File: config.mk
export PLATFORM = sky130hd
export DESIGN_NAME = perceptron_train_ctrl
export DESIGN_NICKNAME = d
export VERILOG_FILES = /design/src/rtl/perceptron_train_ctrl.sv
export SDC_FILE = /design/constraint.sdc
export NUM_CORES = 1
export LEC_CHECK = 0
export CELL_PAD_IN_SITES_DETAIL_PLACEMENT = 1
export CELL_PAD_IN_SITES_GLOBAL_PLACEMENT = 2
export CORE_ASPECT_RATIO = 1.5
export CORE_UTILIZATION = 34
export DETAILED_ROUTE_END_ITERATION = 10
export HOLD_SLACK_MARGIN = 0.15
export PLACE_DENSITY_LB_ADDON = 0.1
export SETUP_SLACK_MARGIN = 0.02
export SYNTH_ARGS = -nofsm -noshare
export SYNTH_HDL_FRONTEND = slang
export SYNTH_SLANG_ARGS = --single-unit
File: constraint.sdc
create_clock -name clk -period 5.6 [get_ports clk]
set_clock_uncertainty 0.05 [all_clocks]
set_input_delay 0.56 -clock clk [delete_from_list [all_inputs] [get_ports clk]]
set_output_delay 0.56 -clock clk [all_outputs]
set_load 0.05 [all_outputs]
File: src/rtl/perceptron_train_ctrl.sv
// perceptron_train_ctrl: training controller for a perceptron branch predictor.
// Resolved branches queue in a 2-entry FIFO. Each one is trained by a
// read-modify-write of one table row. The row is updated one weight per cycle
// through a single saturating adder. Fetch reads always win the shared memory
// port, so training stalls in RD/WR whenever pred_req is high.
// Optional feature: define PTRAIN_THETA_FILTER_EN to drop correctly predicted,
// high-confidence entries (|y| > THETA) without touching the table.
module perceptron_train_ctrl #(
    parameter int H       = 12,
    parameter int W_WIDTH = 8,
    parameter int IDX_W   = 8,
    parameter int THETA   = 29
) (
    input  logic                     clk,
    input  logic                     rst,
    input  logic                     train_valid,
    output logic                     train_ready,
    input  logic [11:0]              train_pc,
    input  logic [H-1:0]             train_ghr,
    input  logic                     train_taken,
    input  logic                     train_mispred,
    input  logic [W_WIDTH+3:0]       train_ymag,
    input  logic                     pred_req,
    input  logic [IDX_W-1:0]         pred_idx,
    output logic                     pred_grant,
    output logic                     mem_en,
    output logic                     mem_we,
    output logic [IDX_W-1:0]         mem_addr,
    output logic [(H+1)*W_WIDTH-1:0] mem_wdata,
    input  logic [(H+1)*W_WIDTH-1:0] mem_rdata,
    output logic                     busy,
    output logic                     train_done
);

    localparam int YW = W_WIDTH + 4;
    localparam int KW = $clog2(H + 1);
    localparam logic [KW-1:0] K_LAST = KW'(H);
    localparam logic signed [W_WIDTH-1:0] W_MAX = {1'b0, {(W_WIDTH-1){1'b1}}};
    localparam logic signed [W_WIDTH-1:0] W_MIN = {1'b1, {(W_WIDTH-1){1'b0}}};
    localparam logic signed [W_WIDTH-1:0] W_ONE = {{(W_WIDTH-1){1'b0}}, 1'b1};

    typedef enum logic [2:0] {
        IDLE = 3'd0,
        RD   = 3'd1,
        CAP  = 3'd2,
        UPD  = 3'd3,
        WR   = 3'd4
    } state_t;

    // One step of a saturating counter; a weight already at a rail stays put.
    function automatic logic signed [W_WIDTH-1:0] sat_step(
        input logic signed [W_WIDTH-1:0] w,
        input logic                      up
    );
        logic signed [W_WIDTH-1:0] r;
        if (up) r = (w == W_MAX) ? w : w + W_ONE;
        else    r = (w == W_MIN) ? w : w - W_ONE;
        return r;
    endfunction

    state_t state, state_nx;
    logic [KW-1:0] k, k_nx;

    // FIFO control and storage (row index is folded at push time)
    logic [1:0]       fifo_cnt;
    logic             fifo_wp, fifo_rp;
    logic             fifo_push, fifo_pop;
    logic [IDX_W-1:0] fifo_idx   [2];
    logic [H-1:0]     fifo_ghr   [2];
    logic             fifo_taken [2];
    logic             head_filtered;

    // Entry currently being trained and its row buffer
    logic [IDX_W-1:0]          cur_idx;
    logic [H-1:0]              cur_ghr;
    logic                      cur_taken;
    logic signed [W_WIDTH-1:0] wbuf [H+1];
    logic                      x_pos, upd_up;

    logic unused_pc_hi;
    assign unused_pc_hi = ^train_pc[11:IDX_W];

    assign train_ready = (fifo_cnt != 2'd2);
    assign fifo_push   = train_valid && train_ready;
    assign busy        = (state != IDLE);

`ifdef PTRAIN_THETA_FILTER_EN
    localparam logic [YW-1:0] THETA_V = YW'(THETA);
    logic          fifo_mis  [2];
    logic [YW-1:0] fifo_ymag [2];

    // Filter inputs ride along with the entry so the decision uses push-time values
    always_ff @(posedge clk) begin
        if (fifo_push) begin
            fifo_mis[fifo_wp]  <= train_mispred;
            fifo_ymag[fifo_wp] <= train_ymag;
        end
    end

    assign head_filtered = !fifo_mis[fifo_rp] && (fifo_ymag[fifo_rp] > THETA_V);
`else
    logic unused_filter_in;
    assign unused_filter_in = ^{train_mispred, train_ymag};
    assign head_filtered    = 1'b0;
`endif

    // FIFO pointers and occupancy
    always_ff @(posedge clk or negedge rst) begin
        if (!rst) begin
            fifo_cnt <= 2'd0;
            fifo_wp  <= 1'b0;
            fifo_rp  <= 1'b0;
        end else begin
            if (fifo_push) fifo_wp <= ~fifo_wp;
            if (fifo_pop)  fifo_rp <= ~fifo_rp;
            fifo_cnt <= fifo_cnt + {1'b0, fifo_push} - {1'b0, fifo_pop};
        end
    end

    // FIFO payload, written only on push
    always_ff @(posedge clk) begin
        if (fifo_push) begin
            fifo_idx[fifo_wp]   <= train_pc[IDX_W-1:0] ^ train_ghr[IDX_W-1:0];
            fifo_ghr[fifo_wp]   <= train_ghr;
            fifo_taken[fifo_wp] <= train_taken;
        end
    end

    // State and weight cursor registers
    always_ff @(posedge clk or negedge rst) begin
        if (!rst) begin
            state <= IDLE;
            k     <= '0;
        end else begin
            state <= state_nx;
            k     <= k_nx;
        end
    end

    // Direction of the step for weight k: +1 when outcome agrees with input x_k
    always_comb begin
        x_pos  = (k == '0) ? 1'b1 : cur_ghr[k - 1'b1];
        upd_up = (x_pos == cur_taken);
    end

    // Datapath: capture popped entry, load row buffer, step one weight per cycle
    always_ff @(posedge clk) begin
        if (fifo_pop) begin
            cur_idx   <= fifo_idx[fifo_rp];
            cur_ghr   <= fifo_ghr[fifo_rp];
            cur_taken <= fifo_taken[fifo_rp];
        end
        if (state == CAP) begin
            for (int i = 0; i <= H; i++) wbuf[i] <= mem_rdata[i*W_WIDTH +: W_WIDTH];
        end else if (state == UPD) begin
            wbuf[k] <= sat_step(wbuf[k], upd_up);
        end
    end

    // Next state, memory port arbitration (fetch first) and strobes
    always_comb begin
        state_nx   = state;
        k_nx       = k;
        fifo_pop   = 1'b0;
        mem_en     = 1'b0;
        mem_we     = 1'b0;
        mem_addr   = '0;
        pred_grant = 1'b0;
        train_done = 1'b0;
        if (pred_req) begin
            mem_en     = 1'b1;
            mem_addr   = pred_idx;
            pred_grant = 1'b1;
        end
        case (state)
            IDLE: begin
                if (fifo_cnt != 2'd0) begin
                    fifo_pop = 1'b1;
                    if (!head_filtered) state_nx = RD;
                end
            end
            RD: begin
                if (!pred_req) begin
                    mem_en   = 1'b1;
                    mem_addr = cur_idx;
                    state_nx = CAP;
                end
            end
            CAP: begin
                k_nx     = '0;
                state_nx = UPD;
            end
            UPD: begin
                if (k == K_LAST) begin
                    k_nx     = '0;
                    state_nx = WR;
                end else begin
                    k_nx = k + 1'b1;
                end
            end
            WR: begin
                if (!pred_req) begin
                    mem_en     = 1'b1;
                    mem_we     = 1'b1;
                    mem_addr   = cur_idx;
                    train_done = 1'b1;
                    state_nx   = IDLE;
                end
            end
            default: state_nx = IDLE;
        endcase
        // Reset silences the port immediately, including fetch pass-through
        if (!rst) begin
            fifo_pop   = 1'b0;
            mem_en     = 1'b0;
            mem_we     = 1'b0;
            mem_addr   = '0;
            pred_grant = 1'b0;
            train_done = 1'b0;
        end
    end

    // Write data presents the row buffer only while writing back
    always_comb begin
        mem_wdata = '0;
        if (state == WR) begin
            for (int i = 0; i <= H; i++) mem_wdata[i*W_WIDTH +: W_WIDTH] = wbuf[i];
        end
    end

endmodule
==> key figures <==
Yosys
  • Synth cell types: 59
  • Mapped Cells: 859
  • Top FF cell, synth: edfxtp_1
  • Synth cell count leaders: edfxtp_1, nand2_1, and2_1, o21ai_0, clkbuf_1
  • Top-count cell post-synth: edfxtp_1
  • Syn Std Cell Area: 10360 sq um
  • Ys async rst share: 5.446%
  • Register area share after synthesis: 57.99%
  • Post-synth top area cell: edfxtp_1
  • Number of flops mapped to enable cells by yosys: 191
  • Post-synthesis average cell area: 12.07 sq um
  • Top cell type's share of synthesized area: 55.34%
  • Post-Syn Nets: 1023
  • Area contributors post-synth: edfxtp_1, mux4_2, and2_1
  • #FFs+latches synth: 202
  • Ys Warns: 0

Detailed routing
  • WL met3: 1957 um
  • DRC violations left: 0
  • DRT met1 WL: 12940 um
  • Drt total wl: 35320 um
  • Met2 Wirelength: 19350 um
  • Vias per cell: 5.090
  • Via Count: 7691
  • Antenna-violating nets left: 0
  • DR pass1 iterations: 4
  • Drt first-iter violations: 302
  • WL per Instance: 23.38 um
  • Top routing layer used: met4

Power
  • Pleak: 5.172 nW
  • Maximum vdd drop: 0.2846 mV
  • Power Dens Cells: 565.4 nW/um^2

Timing
  • Fin crit share: 81.49%
  • Final hold vios: 0
  • RSZ-0062 raised after global routing: no
  • Max-slew violations: 0
  • Worst Tran Pin Value: 1111 ps
  • # setup viols final: 0
  • Fin crit period: 4564 ps
  • Final setup TNS: 0 ps
  • Slew headroom: 25.90%
  • Fmax: 219.1 MHz

Finish
  • Fillers: 3139
  • Design Area, Final: 13990 sq um
  • Layout cells sized above 1: 11.56%
  • Utilization after layout: 47.00%
  • Area growth syn-to-layout: 35.00%
  • Nets: 1267
  • N_diodes: 0

CTS
  • Clock Tree Buf Depth: 3
  • CTS tree: built
  • CTS Sinks: 202
  • TritonCTS Buffers: 22
  • Latest clock arrival within the worst-skew pair: 520 ps
  • Clk Tree Root Cell: clkbuf_16
  • Hold-fix buffers, CTS: 0
  • Post-CTS setup buffer count: 0
  • Clock Pin Slew Worst Setup and Hold Paths: 60 ps
  • # resized after CTS: 0
  • Clock H-tree levels: 1

Worst setup path
  • Critical path launch point type: register
  • Worst setup EP type: register
  • Req. time, crit path: 5790 ps
  • Crit path max fanout: 20
  • CP Class: reg2reg
  • Critical Path AT: 4750 ps

Status
  • Status: completed

Placed design
  • Global placer's final weighted congestion: 0.8848
  • Port Buffer Count: 254
  • Placed standard-cell area: 13300 sq um
  • DP Wirelength: 26510 um

Floorplanning
  • Die Y: 215.8 um
  • Core Area: 29770 sq um
  • Width of the die: 144.6 um
  • Row count: 77
  • Initial Util: 34.82%
  • IO Pins: 272
  • Die ar.: 31200 sq um

Global routing
  • Wire length of the first global-routing pass: 51500 um
  • Overflow after GRT: 0
  • GR Util All Layers: 22.86%
  • Vias in the first global route: 8235
  • Largest net degree at the start of global routing: 84
  • Initial antenna violation count: 0

Hold path
  • Hold Crit Class: in2async

Job
  • # Max-Cap Violations: 0
[critical path: stages (launching register included)]
cell and delay, ps:
dfrtp_2 820, buf_4 350, inv_1 130, ha_1 450, mux4_2 370, a21bo_1 220
a21oi_1 90, o211ai_1 660, a21oi_2 200, nor3b_1 220, a311oi_2 290, buf_4 270
o21ai_0 140
[where the power goes]
group          leakage [nW]  internal [mW]  switching, mW  total, mW
combinational          2.94           1.25           2.49       3.74
sequential             1.89           2.37          0.348       2.72
clock                 0.346          0.835          0.611       1.45
[path summary, 6_finish.rpt]
kind                              start    endpoint  slack (ps)  depth (start not counted)
min in group clk                fifo_wp     fifo_wp         440                          1
worst max register to register     k[0]  wbuf[0][2]        1040                         12
worst max-delay path               k[0]  wbuf[0][2]        1040                         12
worst min register to register  fifo_wp     fifo_wp         440                          1
max in group asynchronous           rst        k[0]        4970                          2
worst min-delay path                rst        k[3]         320                          2
[placed cells by master (no fill, tap or decap), types with 3 or more instances in the layout]
cell type        netlist  final
o21ai_1               23     23
a21o_1                 3      3
xor2_1                11     11
and4_1                 6      6
a22oi_1                6      6
edfxtp_1             191    191
inv_1                 16     16
buf_4                  2     23
nand3_1               13     13
a31oi_1                3      3
and3_1                 8      8
mux2i_1                7      7
mux4_2                32     32
o21ai_2                9      9
o21ai_0               79     79
nand2_1              160    160
clkbuf_16              0     23
xnor2_1                5      5
o31ai_1                3      3
dfrtp_1               11     10
a21oi_1                5      5
clkinv_1               0      3
nand2b_1               3      3
mux2_2                22     22
nand4_1                4      4
ha_1                  10     10
a22o_1                11     11
and2_1               109    109
clkdlybuf4s50_1        0    254
nor2_1                14     13
nor2b_1                5      5
clkinv_2               0      6
[registers in the layout (all words and copies together) (netlist names)]
| register | flops |
|---|---|
| cur_ghr | 12 |
| cur_idx | 8 |
| cur_taken | 1 |
| fifo_cnt | 2 |
| fifo_ghr | 24 |
| fifo_idx | 16 |
| fifo_rp | 1 |
| fifo_taken | 2 |
| fifo_wp | 1 |
| k | 4 |
| state | 3 |
| wbuf | 128 |
[routing by layer]
metal	vias up	GRT usage, %
met5	-	0
met2	257	43.81
met3	51	3.639
met4	0	7.509
li1	3615	-
met1	3768	24.82
[area by class of cell]
class | count | area (sq um) | share of cell area [%]
Multi-Input combinational cell | 584 | 4014 | 28.69
Clock inverter | 13 | 117.6 | 0.8406
Clock buffer | 24 | 579.3 | 4.140
Inverter | 16 | 60.06 | 0.4292
Sequential cell | 202 | 6012 | 42.97
Tap cell | 395 | 494.2 | 3.532
Timing Repair Buffer | 277 | 2715 | 19.40
[metrics by stage]
step           worst slack, ps  power [mW]  std cells  hold WS, ps
2_1_floorplan             2045       4.882        859        214.4
3_3_place_gp              1045       6.476       1474        428.5
3_5_place_dp             986.9       6.556       1474        430.1
4_1_cts                  939.1       8.024       1511        309.1
5_1_grt                  709.0       8.314       1511        327.4
6_report                  1036       7.912       1511        321.4
[kinds of logic after synthesis]
group / Yosys count / share of synthesized area, %
fa+ha+maj: 10 / 1.207
buf+inv: 73 / 3.356
simple gates: 335 / 16.21
xor+xnor: 16 / 1.352
compound gates: 161 / 9.609
flops: 202 / 57.99
mux: 62 / 10.27
Power figures use the tool's default switching activity.
==> RTL edit 1, RTL diff (config.mk and constraints unchanged) <==
Change the parameter `W_WIDTH` from 8 to 10.
--- a/src/rtl/perceptron_train_ctrl.sv
+++ b/src/rtl/perceptron_train_ctrl.sv
@@ -7,7 +7,7 @@
 // high-confidence entries (|y| > THETA) without touching the table.
 module perceptron_train_ctrl #(
     parameter int H       = 12,
-    parameter int W_WIDTH = 8,
+    parameter int W_WIDTH = 10,
     parameter int IDX_W   = 8,
     parameter int THETA   = 29
 ) (
Interface: changed (resized mem_rdata, mem_wdata and train_ymag); port bits go from 272 to 326. No check against the original RTL was run, so the function may have changed too.
==> RTL edit 1 against the original RTL <==
- clock power rose by 25%
- setup slack got worse by 0.067 ns
- critical path depth fell by 2
- routed wire length rose by 26%
- area after synthesis rose by 19%
- count of clock-buffer cells in the layout rose by 7
- sequential cell count rose by 32
- worst hold slack improved by 0.10 ns
- total power rose by 4.6%
- fmax fell by 1.5%
- cell area rose by 20%
- first-iteration DRC count rose by 62%
- critical path type unchanged
- critical endpoint is now wbuf[1][1]
- highest routed layer unchanged
==> RTL edit 1: results (changes against the original RTL) <==
- Status: finished, final reports clean (unchanged)
- Clk_lat worst skew: 0.54 ns (was 0.52 ns)
- Largest regs: wbuf (160), fifo_ghr (24), fifo_idx (16) (was wbuf (128), fifo_ghr (24), fifo_idx (16))
- Commonest cells in the netlist: edfxtp_1, nand2_1, and2_1 (unchanged)
- Placed instance area: 15920 sq um (was 13300 sq um)
- Mapped Nets: 1167 (was 1023)
- Pre-antenna DRT Iters: 5 (was 4)
- Peak supply drop: 0.3516 mV (was 0.2846 mV)
- Sequential share of the synthesized area: 56.63% (was 57.99%)
- Avg Cell Area, Syn: 12.61 sq um (was 12.07 sq um)
- Clock tree buffer depth: 3 (unchanged)
- Highest Signal Layer: met4 (unchanged)
- Final #Nets: 1462 (was 1267)
- Pre-CTS setup slack: 0.9126 ns (was 0.9869 ns)
- WL met2: 25.20 mm (was 19.35 mm)
- HPWL after DPL: 33.87 mm (was 26.51 mm)
- Clk slew on worst S/H paths: 0.06 ns (about the same)
- Type of the most critical hold path: input port to async pin (unchanged)
- Max FO, Critical Path: 29 (was 20)
- Startpoint types: flop (unchanged)
- Most common cell after layout, fill and taps aside: clkdlybuf4s50_1 (unchanged)
- First DRT Iteration DRCs: 488 (was 302)
- M1 WL: 15.62 mm (was 12.94 mm)
- Synth cell types: 62 (was 59)
- Met3 Wirelength: 2.073 mm (was 1.957 mm)
- CTS Buf Count: 24 (was 22)
- Vias per cell: 5.111 (was 5.090)
- Share of flip-flops with an asynchronous set or reset: 4.701% (was 5.446%)
- CP Data Arrival Time: 4.86 ns (was 4.75 ns)
- Antenna violations before repair: 5 (was 0)
- Layout cell share with drive strength beyond 1: 16.30% (was 11.56%)
- First-pass GRT wire length: 64.39 mm (was 51.50 mm)
- Final cell count without fillers: 1770 (was 1511)
- Final Wtd Congestion: 0.8765 (was 0.8848)
- PostCTS Resize Cnt: 0 (unchanged)
- Yosys Warn Count: 0 (unchanged)
- Vias in the first global route: 9809 (was 8235)
- Top cells by area, synth: edfxtp_1, mux4_2, and2_1 (unchanged)
- Root buffer cell: clkbuf_16 (unchanged)
- Static leakage: 5.995 nW (was 5.172 nW)
- Dpl cells: 1723 (was 1474)
- Port bufs: 306 (was 254)
- Routed WL per cell: 25.18 um (was 23.38 um)
- Slew HR: 25.35% (was 25.90%)
- Crit-path slowest cell: dfrtp_4 (was dfrtp_2)
- Postcts setup bufs: 0 (unchanged)
- Post-synth EDFFs: 223 (was 191)
- Global Route Usage Sum: 24.51% (was 22.86%)
- Pin count of the biggest net entering global routing: 88 (was 84)
- Number of H-tree levels: 1 (unchanged)
- Reg2reg start: k[0] (unchanged)
- Worst path max stage delay: 0.84 ns (was 0.82 ns)
==> RTL edit 1: changes by cell type after synthesis, sizes merged, moves of 9 or more <==
| cell | before | now |
|---|---|---|
| mux2 | 22 | 73 |
| o21ai | 111 | 75 |
| and2 | 109 | 135 |
| nor3 | 2 | 13 |
| clkbuf | 34 | 43 |
| nand2 | 160 | 140 |
| o31ai | 3 | 15 |
| edfxtp | 191 | 223 |
| nor2 | 14 | 37 |
| mux4 | 33 | 43 |
| nand2b | 3 | 12 |
==> RTL edit 1: metrics by stage <==
step | total power, mW | utilization, %
6_report | 8.277 | 47.02
5_1_grt | 8.671 | 47.02
4_1_cts | 8.388 | 47.00
3_5_place_dp | 6.557 | 44.54
3_3_place_gp | 6.503 | 44.54
2_1_floorplan | 4.891 | -
==> RTL edit 1: worst paths after layout <==
kind,slack [ns],to,cells after the start
hold / removal,0.42,fifo_wp,1
hold reg to reg,0.45,fifo_wp,1
min in group clk,0.45,fifo_wp,1
setup / recovery,0.97,wbuf[1][1],10
max in group asynchronous,4.51,k[0],1
setup reg to reg,0.97,wbuf[1][1],10
==> RTL edit 1: metal layers <==
metal  global-route usage (%)  up-vias
met1                    25.79     4538
li1                         -     4165
met5                        0        -
met3                    3.910       73
met2                    46.88      270
met4                    10.50        0
==> RTL edit 1: final cells by class <==
cell class / count / area [sq um]
tap: 478 / 598.1
inverter: 14 / 52.55
antenna: 4 / 10.01
timing repair buffer: 335 / 3293
clock inverter: 12 / 210.2
fill: 3783 / 18930
sequential: 234 / 6977
clock buffer: 31 / 668.1
multi-input combinational: 662 / 4995
==> RTL edit 1: critical path: cells and delay by family, from the launching register on <==
family,cells,cell delay (ns)
AOI/OAI and AO/OA,3,1.17
adders and majority gates,1,0.27
buffers and inverters,1,0.14
DFF,1,0.84
muxes,2,1.00
and+or+nand+nor,3,0.86
==> RTL edit 1: report_power, final <==
| part | switching, mW | internal (mW) | total (mW) |
|---|---|---|---|
| logic | 2.35 | 1.26 | 3.61 |
| clock network | 0.698 | 1.12 | 1.81 |
| registers | 0.314 | 2.54 | 2.85 |
| total | 3.36 | 4.92 | 8.28 |
==> RTL edit 1: cells by family after synthesis <==
family	synth area share, %
AND/OR/NAND/NOR	15.66
flip-flops	56.63
AO/OA/AOI/OAI	7.388
multiplexers	14.95
buffers and inverters	3.049
XOR/XNOR	1.413
adder cells (fa/ha/maj)	0.9147
==> RTL edit 2, RTL diff (same flow settings) <==
Without the edit above. Encoding of `state_t`: now one-hot (5 bits for 5 states).
--- a/src/rtl/perceptron_train_ctrl.sv
+++ b/src/rtl/perceptron_train_ctrl.sv
@@ -39,12 +39,12 @@
     localparam logic signed [W_WIDTH-1:0] W_MIN = {1'b1, {(W_WIDTH-1){1'b0}}};
     localparam logic signed [W_WIDTH-1:0] W_ONE = {{(W_WIDTH-1){1'b0}}, 1'b1};
 
-    typedef enum logic [2:0] {
-        IDLE = 3'd0,
-        RD   = 3'd1,
-        CAP  = 3'd2,
-        UPD  = 3'd3,
-        WR   = 3'd4
+    typedef enum logic [4:0] {
+        IDLE = 5'b00001,
+        RD   = 5'b00010,
+        CAP  = 5'b00100,
+        UPD  = 5'b01000,
+        WR   = 5'b10000
     } state_t;
 
     // One step of a saturating counter; a weight already at a rail stays put.
Function: no difference found for any inputs over 4 cycles, from zero or initial values and one cycle with rst low; so few cycles prove little.
==> RTL edit 2 against the original RTL <==
- total power is 28% lower
- cell area is 1.6% higher
- final cell count is 0.46% lower
- sequential share of layout area is 0.29 points lower
- sequential cell count is 2 higher
- die area is 2.6% higher
- setup slack worse by 0.098 ns
- area after synthesis is 2.6% higher
- non-clock buffer count is 11 lower
- routed wire length is 1.5% lower
- worst hold slack better by 0.14 ns
- critical endpoint is now wbuf[3][4]
- largest cell class unchanged
- largest power group is now registers
- highest routed layer unchanged
==> RTL edit 2: results (changes against the original RTL) <==
- CP Data Arrival Time: 4.86 ns (was 4.75 ns)
- Top cells by area, synth: edfxtp_1, and2_1, mux4_2 (was edfxtp_1, mux4_2, and2_1)
- Met1 Use GR: 22.51% (was 24.82%)
- Peak supply drop: 0.2659 mV (was 0.2846 mV)
- HPWL after DPL: 26.10 mm (was 26.51 mm)
- Vias per cell: 5.114 (was 5.090)
- Reg2reg start: k[0] (unchanged)
- Compound-Gate Fraction of Synth Area: 9.046% (was 9.609%)
- Met3 Wirelength: 1.114 mm (was 1.957 mm)
- Mux contribution to synthesized area: 12.77% (was 10.27%)
- M1 WL: 12.34 mm (was 12.94 mm)
- Max FO, Critical Path: 19 (was 20)
- CP Capture Point: wbuf[3][4] (was wbuf[0][2])
- XOR/XNOR share of the synthesized area: 1.400% (was 1.352%)
- Global Route Usage Sum: 21.82% (was 22.86%)
- First DRT Iteration DRCs: 343 (was 302)
- Type of the most critical hold path: flop to flop (was input port to async pin)
- Slew HR: 20.10% (was 25.90%)
- Vias in the first global route: 8261 (was 8235)
- Pin count of the biggest net entering global routing: 102 (was 84)
- Status: finished, final reports clean (unchanged)
- Pre-CTS setup slack: 0.8581 ns (was 0.9869 ns)
- Synth cell types: 68 (was 59)
- Static leakage: 5.130 nW (was 5.172 nW)
- Met2 Track Usage GR: 44.33% (was 43.81%)
- Commonest cells in the netlist: edfxtp_1, nand2_1, and2_1 (unchanged)
- Dpl cells: 1463 (was 1474)
- Layout cell share with drive strength beyond 1: 13.31% (was 11.56%)
- WHS: 0.4641 ns (was 0.3214 ns)
RTL edit 2: cell types whose count changed in the layout (fill, tap and decap cells not counted), moves of 6 or more:
cell,delta
o21ai_1,-6
o21ai_0,-16
buf_4,-11
mux4_2,-6
mux2_2,+13
nor2_1,+16
nand2_1,-45
mux4_1,+8
a21oi_1,+11
RTL edit 2: power by group through the flow:
| stage | clock network, mW | logic, mW | registers (mW) |
|---|---|---|---|
| floorplan | 0 | 1.35 | 2.16 |
| global placement | 0 | 2.01 | 2.29 |
| detailed placement | 0 | 2.04 | 2.30 |
| CTS | 1.46 | 2.05 | 2.27 |
| global route | 1.50 | 2.14 | 2.29 |
| finish | 1.42 | 2.00 | 2.26 |
RTL edit 2: layout make-up:
cell class	count	area [sq um]
Fill cell	3218	16730
Sequential cell	204	6065
Clock buffer	29	608.1
Antenna cell	2	5.005
Inverter	20	75.07
Multi-Input combinational cell	568	4237
Tap cell	405	506.7
Clock inverter	10	81.33
Timing Repair Buffer	266	2633
